`src/rtl/video_timing_gen.sv`:
```
// Parametrised raster timing generator: pixel coordinates, blanking, syncs,
// line/frame strobes and a completed-frame counter, all registered one clock
// after the internal (hc, vc) counter state.
// Optional colour-bar test pattern when VIDEO_TIMING_TEST_PATTERN_EN is defined;
// otherwise pattern_rgb is tied to zero.
module video_timing_gen #(
    parameter int unsigned H_ACTIVE  = 800,
    parameter int unsigned H_FRONT   = 40,
    parameter int unsigned H_SYNC    = 128,
    parameter int unsigned H_BACK    = 88,
    parameter int unsigned V_ACTIVE  = 480,
    parameter int unsigned V_FRONT   = 13,
    parameter int unsigned V_SYNC    = 3,
    parameter int unsigned V_BACK    = 29,
    parameter bit          HSYNC_POL = 1'b0,
    parameter bit          VSYNC_POL = 1'b0,
    parameter int unsigned POS_W     = 11
) (
    input  logic             clk,
    input  logic             reset,
    input  logic             en,
    output logic             valid_draw,
    output logic             h_blank,
    output logic             v_blank,
    output logic [POS_W-1:0] h_pos,
    output logic [POS_W-1:0] v_pos,
    output logic             disp_hsync,
    output logic             disp_vsync,
    output logic             line_start,
    output logic             frame_start,
    output logic [15:0]      frame_count,
    output logic [23:0]      pattern_rgb
);

    localparam int unsigned H_TOTAL    = H_ACTIVE + H_FRONT + H_SYNC + H_BACK;
    localparam int unsigned V_TOTAL    = V_ACTIVE + V_FRONT + V_SYNC + V_BACK;
    localparam int unsigned H_SYNC_BEG = H_ACTIVE + H_FRONT;
    localparam int unsigned H_SYNC_END = H_ACTIVE + H_FRONT + H_SYNC;
    localparam int unsigned V_SYNC_BEG = V_ACTIVE + V_FRONT;
    localparam int unsigned V_SYNC_END = V_ACTIVE + V_FRONT + V_SYNC;

    localparam logic [POS_W-1:0] H_LAST  = POS_W'(H_TOTAL - 1);
    localparam logic [POS_W-1:0] V_LAST  = POS_W'(V_TOTAL - 1);
    localparam logic [POS_W-1:0] POS_ONE = POS_W'(1);

    logic [POS_W-1:0] hc;
    logic [POS_W-1:0] vc;

    logic dec_h_blank;
    logic dec_v_blank;
    logic dec_valid;
    logic dec_hsync;
    logic dec_vsync;
    logic dec_line_start;
    logic dec_frame_start;
    logic h_last;
    logic v_last;

    // Region decode of the current (pre-increment) counter state.
    always_comb begin
        dec_h_blank     = 32'(hc) >= H_ACTIVE;
        dec_v_blank     = 32'(vc) >= V_ACTIVE;
        dec_valid       = !dec_h_blank && !dec_v_blank;
        dec_hsync       = (32'(hc) >= H_SYNC_BEG) && (32'(hc) < H_SYNC_END);
        dec_vsync       = (32'(vc) >= V_SYNC_BEG) && (32'(vc) < V_SYNC_END);
        dec_line_start  = (hc == '0);
        dec_frame_start = (hc == '0) && (vc == '0);
        h_last          = (hc == H_LAST);
        v_last          = (vc == V_LAST);
    end

    // Raster counters and completed-frame counter; all hold while en is low.
    always_ff @(posedge clk) begin
        if (reset) begin
            hc          <= '0;
            vc          <= '0;
            frame_count <= '0;
        end else if (en) begin
            if (h_last) begin
                hc <= '0;
                if (v_last) begin
                    vc          <= '0;
                    frame_count <= frame_count + 16'd1;
                end else begin
                    vc <= vc + POS_ONE;
                end
            end else begin
                hc <= hc + POS_ONE;
            end
        end
    end

    // Registered timing outputs; strobes and draw-valid drop while paused,
    // everything else keeps its last value.
    always_ff @(posedge clk) begin
        if (reset) begin
            valid_draw  <= 1'b0;
            h_blank     <= 1'b1;
            v_blank     <= 1'b1;
            h_pos       <= '0;
            v_pos       <= '0;
            disp_hsync  <= ~HSYNC_POL;
            disp_vsync  <= ~VSYNC_POL;
            line_start  <= 1'b0;
            frame_start <= 1'b0;
        end else if (en) begin
            valid_draw  <= dec_valid;
            h_blank     <= dec_h_blank;
            v_blank     <= dec_v_blank;
            h_pos       <= dec_h_blank ? '0 : hc;
            v_pos       <= dec_v_blank ? '0 : vc;
            disp_hsync  <= dec_hsync ? HSYNC_POL : ~HSYNC_POL;
            disp_vsync  <= dec_vsync ? VSYNC_POL : ~VSYNC_POL;
            line_start  <= dec_line_start;
            frame_start <= dec_frame_start;
        end else begin
            valid_draw  <= 1'b0;
            line_start  <= 1'b0;
            frame_start <= 1'b0;
        end
    end

`ifdef VIDEO_TIMING_TEST_PATTERN_EN
    logic [2:0]  bar;
    logic [23:0] bar_rgb;

    // Bar colours follow the index bits: R on bar[1]=0, G on bar[2]=0, B on bar[0]=0.
    always_comb begin
        bar     = 3'((32'(hc) * 32'd8) / H_ACTIVE);
        bar_rgb = {{8{~bar[1]}}, {8{~bar[2]}}, {8{~bar[0]}}};
        if ((bar == 3'd0) && frame_count[5]) begin
            bar_rgb = '0;
        end
    end

    // Pattern registered alongside valid_draw and blanked with it.
    always_ff @(posedge clk) begin
        if (reset) begin
            pattern_rgb <= '0;
        end else if (en && dec_valid) begin
            pattern_rgb <= bar_rgb;
        end else begin
            pattern_rgb <= '0;
        end
    end
`else
    assign pattern_rgb = '0;
`endif

endmodule

```
`config.mk`:
```
export PLATFORM = sky130hd
export DESIGN_NAME = video_timing_gen
export DESIGN_NICKNAME = d
export VERILOG_FILES = /design/src/rtl/video_timing_gen.sv
export SDC_FILE = /design/constraint.sdc
export NUM_CORES = 1
export LEC_CHECK = 0
export CAP_MARGIN = 20
export CORE_MARGIN = 1
export CORE_UTILIZATION = 55
export CTS_BUF_LIST = sky130_fd_sc_hd__clkbuf_8
export DETAILED_ROUTE_END_ITERATION = 8
export PLACE_DENSITY = 0.95
export SYNTH_ARGS = -nofsm -noshare
export SYNTH_HDL_FRONTEND = slang
export SYNTH_SLANG_ARGS = --single-unit
```
`constraint.sdc`:
```
create_clock -name clk -period 6.55 [get_ports clk]
set_input_delay 0.9825 -clock clk [delete_from_list [all_inputs] [get_ports clk]]
set_output_delay 0.9825 -clock clk [all_outputs]
set_load 0.02 [all_outputs]
```
Yosys cells after proc, flatten, opt, wreduce, memory -nomap -nowiden
Index checks and enable logic that the tools add are counted.
Operators by class
  $add $sub $neg: 3
  $lt $le $gt $ge: 6
  eq/ne operators: 2
  muxes and demuxes: 6
  bitwise gates (word level): 1
  reduce and logical (&&, ||, !) cells: 11
Operators with widths (count)
  $mux 11: 4
  $add 11x1->11 const B: 2
  $ge 11x10->1 const B: 2
  $ge 11x9->1 const B: 2
  $logic_not 11->1: 2
  $add 16x1->16 const B: 1
  $eq 11x10->1 const B: 1
  $eq 11x11->1 const B: 1
  $lt 11x10->1 const B: 1
  $lt 11x9->1 const B: 1
  $logic_and 1x1->1: 4
  $reduce_and 3->1: 1
  $logic_not 1->1: 2
  $mux 1: 2
  $reduce_and 2->1: 1
  $reduce_or 2->1: 1
  $not 1->1: 1
Storage, ports and cells
  register bits after elaboration: 67
  input bits: 3
  output and inout bits: 69
  word-level logic and storage cells: 41

Depth between registers and ports, before layout
  depth after elaboration: 3
  gate-level depth with buffers: 8
  mapped depth without buffers: 6

Least setup slack after synthesis
Ideal clock, no wire load.
  kind: input-to-reg
  start point: input port en
  end point: register frame_count[0]
  library setup time: 0.070 ns
  data arrival time: 2.309 ns
  required time: 6.480 ns
  setup slack: 4.170 ns
  stages: 6
  buffers on the path: 2
  cell sequence: nand2_1 or4_1 buf_2 buf_2 or3_1 a21oi_1
On the way
  cells in the longest elaborated chain, start to end: 1
Ends and longest elaborated chain
  start, declared: line 21  | input logic en,
  $reduce_and 3->1 (no source line)
  end signal, assigned: line 83  | frame_count <= frame_count + 16'd1;
  end, declared: line 31  | output logic [15:0] frame_count,
No other way between the ends.
A chain may end at the register's enable or synchronous reset.

Final worst setup path
  start point: input port en
  end point: register frame_count[6]
The elaborated chain is that of the path after synthesis.

==> impl_metrics.xml <==
<?xml version="1.0" encoding="UTF-8"?>
<metrics>
  <group name="routing">
    <metric name="vias_per_cell" unit="">5.840</metric>
    <metric name="route.met2.wl" unit="mm">3.236</metric>
    <metric name="detail_route.drc_violations" unit="">0</metric>
    <metric name="ant_nets" unit="">0</metric>
    <metric name="dr_total_vias" unit="">2669</metric>
    <metric name="routedLengthMet1" unit="mm">2.915</metric>
    <metric name="top_signal_layer_used" unit="">met4</metric>
    <metric name="wl_per_cell" unit="um">14.75</metric>
    <metric name="wl_met3" unit="um">491</metric>
    <metric name="total_wirelength_of_the_detailed_routed_design" unit="mm">6.740</metric>
    <metric name="1st_iter_drt_viols" unit="">261</metric>
    <metric name="drtPass1Iterations" unit="">5</metric>
  </group>
  <group name="critical_path">
    <metric name="crit-reg2reg-launch" unit="">vc[4]</metric>
    <metric name="crit_chain" unit="">clkdlybuf4s50_1, nand2_1, or4_1, or4_1, a21oi_1</metric>
    <metric name="crit_path_start_kind" unit="">input pin</metric>
    <metric name="timing_worst_setup_path_type" unit="">input pin to register</metric>
    <metric name="reg2regPathDepth" unit="">4</metric>
    <metric name="critPathArrivalTime" unit="ns">3.73</metric>
    <metric name="timing.critical_path.fanout_max" unit="">28</metric>
    <metric name="worstReg2RegEnd" unit="">frame_count[5]</metric>
    <metric name="critical_path_most_common_cell" unit="">sky130_fd_sc_hd__or4_1</metric>
    <metric name="rrSetupSlack" unit="ns">3.78</metric>
    <metric name="worst_path_dominant_cell_family" unit="">simple AND/OR/NAND/NOR gates</metric>
    <metric name="cp-end-kind" unit="">register</metric>
    <metric name="slowest_delay" unit="ns">0.92</metric>
    <metric name="critPathRequiredTime" unit="ns">6.82</metric>
    <metric name="cp_num_buf_inv" unit="">1</metric>
    <metric name="critPathSlowestCell" unit="">sky130_fd_sc_hd__or4_1</metric>
  </group>
  <group name="synthesis">
    <metric name="largest_family_of_logic_cells_by_synthesized_area" unit="">simple AND/OR/NAND/NOR gates</metric>
    <metric name="synth-simple-area-share" unit="">0.2337</metric>
    <metric name="yosys.area_share.xor_xnor" unit="">0.03390</metric>
    <metric name="synth_top_cell_area_share" unit="">0.4326</metric>
    <metric name="compound_cell_area_share_of_the_yosys_netlist" unit="">0.1687</metric>
    <metric name="syn-instance-count" unit="">345</metric>
    <metric name="synthArstFlopShare" unit="">0</metric>
    <metric name="synth_edf_count" unit="">0</metric>
    <metric name="yosys_most_used_dff" unit="">sky130_fd_sc_hd__dfxtp_1</metric>
    <metric name="synth_cell_type_count" unit="">41</metric>
    <metric name="most_instantiated_cells_after_synthesis" unit="">sky130_fd_sc_hd__dfxtp_1, sky130_fd_sc_hd__a21oi_1, sky130_fd_sc_hd__buf_4, sky130_fd_sc_hd__a22o_1, sky130_fd_sc_hd__nor2_1</metric>
    <metric name="yosys-mux-area-fraction" unit="">0</metric>
    <metric name="synth.area.top_cells" unit="">sky130_fd_sc_hd__dfxtp_1, sky130_fd_sc_hd__buf_4, sky130_fd_sc_hd__a22o_1, sky130_fd_sc_hd__a21oi_1, sky130_fd_sc_hd__or4_1</metric>
    <metric name="synth_sequential_area_ratio" unit="">0.4326</metric>
    <metric name="yosys_register_bits" unit="">67</metric>
    <metric name="synth_area" unit="sq um">3100</metric>
    <metric name="yosysTopAreaCell" unit="">sky130_fd_sc_hd__dfxtp_1</metric>
    <metric name="synthesis.area_per_instance" unit="sq um">8.987</metric>
    <metric name="ys_warn_count" unit="">0</metric>
    <metric name="synthAdderAreaFrac" unit="">0.02421</metric>
    <metric name="synth_most_common_cell" unit="">sky130_fd_sc_hd__dfxtp_1</metric>
  </group>
  <group name="sta">
    <metric name="worst_slew_pin_tran" unit="ns">0.8335</metric>
    <metric name="relative_max_transition_margin" unit="">0.4392</metric>
    <metric name="timing_max_transition_violations_final" unit="">0</metric>
    <metric name="fmax" unit="GHz">0.2897</metric>
    <metric name="period_needed" unit="ns">3.452</metric>
    <metric name="setup_viol_count_final" unit="">0</metric>
    <metric name="timing.final.hold_violations" unit="">0</metric>
    <metric name="worst_clock_skew" unit="ns">0.009276</metric>
    <metric name="rsz0062_at_grt" unit="">false</metric>
    <metric name="setup_total_negative_slack" unit="ns">0</metric>
    <metric name="finalWorstSetupSlack" unit="ns">3.098</metric>
    <metric name="final.period_utilization" unit="">0.5271</metric>
  </group>
  <group name="job">
    <metric name="cap_violations" unit="">0</metric>
  </group>
  <group name="place">
    <metric name="total_half_perimeter_wirelength_after_legalization_and_detailed_placement" unit="mm">4.574</metric>
    <metric name="port_buffers" unit="">47</metric>
    <metric name="place_ws" unit="ns">2.791</metric>
    <metric name="placedInstanceArea" unit="sq um">3476</metric>
    <metric name="gp_routability_congestion" unit="">0.8556</metric>
    <metric name="placed_cells_incl_taps" unit="">441</metric>
  </group>
  <group name="min_path">
    <metric name="worstHoldStart" unit="">v_pos[10]</metric>
    <metric name="hold_class" unit="">register to register</metric>
    <metric name="worst_hold_path.num_cells" unit="">1</metric>
    <metric name="timing.hold.worst_endpoint" unit="">v_pos[10]</metric>
  </group>
  <group name="cts">
    <metric name="cts_buffer_depth" unit="">2</metric>
    <metric name="cts_inserted_buffers" unit="">9</metric>
    <metric name="cts_hold_buf" unit="">0</metric>
    <metric name="clock_tree_from_tritoncts" unit="">yes</metric>
    <metric name="insertion_delay" unit="ns">0.35</metric>
    <metric name="post-cts-setup-buffer-count" unit="">0</metric>
    <metric name="post_cts_resize_count" unit="">0</metric>
    <metric name="cts.sink_count" unit="">67</metric>
    <metric name="clk_transition_reported_paths" unit="ns">0.07</metric>
    <metric name="htreeDepth" unit="">3</metric>
    <metric name="root_buffer" unit="">sky130_fd_sc_hd__clkbuf_8</metric>
  </group>
  <group name="floorplanning">
    <metric name="core_area" unit="sq um">5270</metric>
    <metric name="chipHeight" unit="um">77.08</metric>
    <metric name="placementRows" unit="">26</metric>
    <metric name="die_area" unit="sq um">5941</metric>
    <metric name="initial_core_util" unit="">0.5883</metric>
    <metric name="ios" unit="">72</metric>
    <metric name="die_x" unit="um">77.08</metric>
  </group>
  <group name="global_routing">
    <metric name="overflow" unit="">0</metric>
    <metric name="grt_util_all_layers" unit="">0.2342</metric>
    <metric name="initial_antenna_violation_count" unit="">0</metric>
    <metric name="grt_max_degree" unit="">29</metric>
    <metric name="grt_first_pass_wirelength" unit="mm">11.15</metric>
    <metric name="first_global_vias" unit="">2392</metric>
  </group>
  <group name="power_and_ir_drop">
    <metric name="cellPowerDensity" unit="nW/um^2">240.9</metric>
    <metric name="leakage" unit="nW">1.298</metric>
    <metric name="vdd_ir_max" unit="mV">0.1100</metric>
    <metric name="design_power_total" unit="mW">0.8993</metric>
  </group>
  <group name="cells_and_area">
    <metric name="drive_gt1_frac" unit="">0.06202</metric>
    <metric name="nets" unit="">391</metric>
    <metric name="layout.cell_area.non_filler" unit="sq um">3732</metric>
    <metric name="syn2layout_area_growth" unit="%">20.38</metric>
    <metric name="diodes_inserted" unit="">0</metric>
    <metric name="instances_no_fill" unit="">457</metric>
  </group>
  <group name="status">
    <metric name="status" unit="">finished clean</metric>
  </group>
</metrics>
-- registers in the layout, indices dropped and copies added (netlist names) --
signal,flops
disp_hsync,1
disp_vsync,1
frame_count,16
frame_start,1
h_blank,1
h_pos,11
hc,11
line_start,1
v_blank,1
v_pos,11
valid_draw,1
vc,11
-- kinds of logic (layout without fill, tap and decap cells) --
kind of cell / Yosys count / count (layout)
simple gates: 124 / 124
other cells: 1 / 24
buf+inv: 56 / 75
flops: 67 / 67
compound gates: 79 / 79
fa+ha+maj: 6 / 6
xor+xnor: 12 / 12
-- area by class of cell --
cell class                 count  area, sq um
timing repair buffer          51        498.0
multi-input combinational    245         1519
sequential                    67         1341
clock inverter                 7        132.6
clock buffer                   9        123.9
inverter                       8        30.03
tap                           70        87.58
fill                         398         1538
-- stage by stage --
step | hold WS [ns] | util
finish | 0.4623 | 0.7082
CTS | 0.4652 | 0.7082
global route | 0.4880 | 0.7082
floorplan | 0.4737 | -
global placement | 0.4417 | 0.6586
detailed placement | 0.4427 | 0.6595
-- per-layer routing --
metal / global-route usage / vias to the layer above
met5: 0 / -
met4: 0.09623 / 0
met3: 0.04881 / 11
met2: 0.3920 / 101
met1: 0.2921 / 1257
li1: - / 1300
-- how the worst max path moves through the flow --
stage | to | cells past startpoint | slack (ns) | start
floorplan | frame_count[0] | 6 | 4.17 | en
global placement | frame_count[14] | 5 | 2.91 | en
detailed placement | frame_count[14] | 5 | 2.79 | en
CTS | frame_count[6] | 5 | 3.11 | en
global route | frame_count[12] | 5 | 2.98 | en
finish | frame_count[6] | 5 | 3.10 | en
-- layout by cell type (no fill, tap or decap), types with 6 or more instances in the layout --
cell type | netlist | final
sky130_fd_sc_hd__a21oi_1 | 27 | 27
sky130_fd_sc_hd__a22o_1 | 19 | 19
sky130_fd_sc_hd__and2_1 | 6 | 6
sky130_fd_sc_hd__clkbuf_8 | 0 | 9
sky130_fd_sc_hd__clkdlybuf4s50_1 | 0 | 47
sky130_fd_sc_hd__conb_1 | 1 | 24
sky130_fd_sc_hd__dfxtp_1 | 67 | 67
sky130_fd_sc_hd__ha_1 | 6 | 6
sky130_fd_sc_hd__inv_1 | 8 | 10
sky130_fd_sc_hd__nand2_1 | 11 | 11
sky130_fd_sc_hd__nand3_1 | 15 | 15
sky130_fd_sc_hd__nand4_1 | 12 | 12
sky130_fd_sc_hd__nor2_1 | 18 | 18
sky130_fd_sc_hd__nor3_1 | 9 | 9
sky130_fd_sc_hd__nor4_1 | 8 | 8
sky130_fd_sc_hd__o21ai_0 | 12 | 12
sky130_fd_sc_hd__o31ai_1 | 13 | 13
sky130_fd_sc_hd__or3_1 | 10 | 10
sky130_fd_sc_hd__or4_1 | 14 | 14
sky130_fd_sc_hd__xnor2_1 | 9 | 9
-- report_power, final --
part / switching [mW] / internal (mW) / leakage (nW) / total [mW]
sequential: 0.00328 / 0.411 / 0.541 / 0.415
clock: 0.155 / 0.288 / 0.136 / 0.443
combinational: 0.0299 / 0.0117 / 0.621 / 0.0416
(Power assumes the default switching activity.)
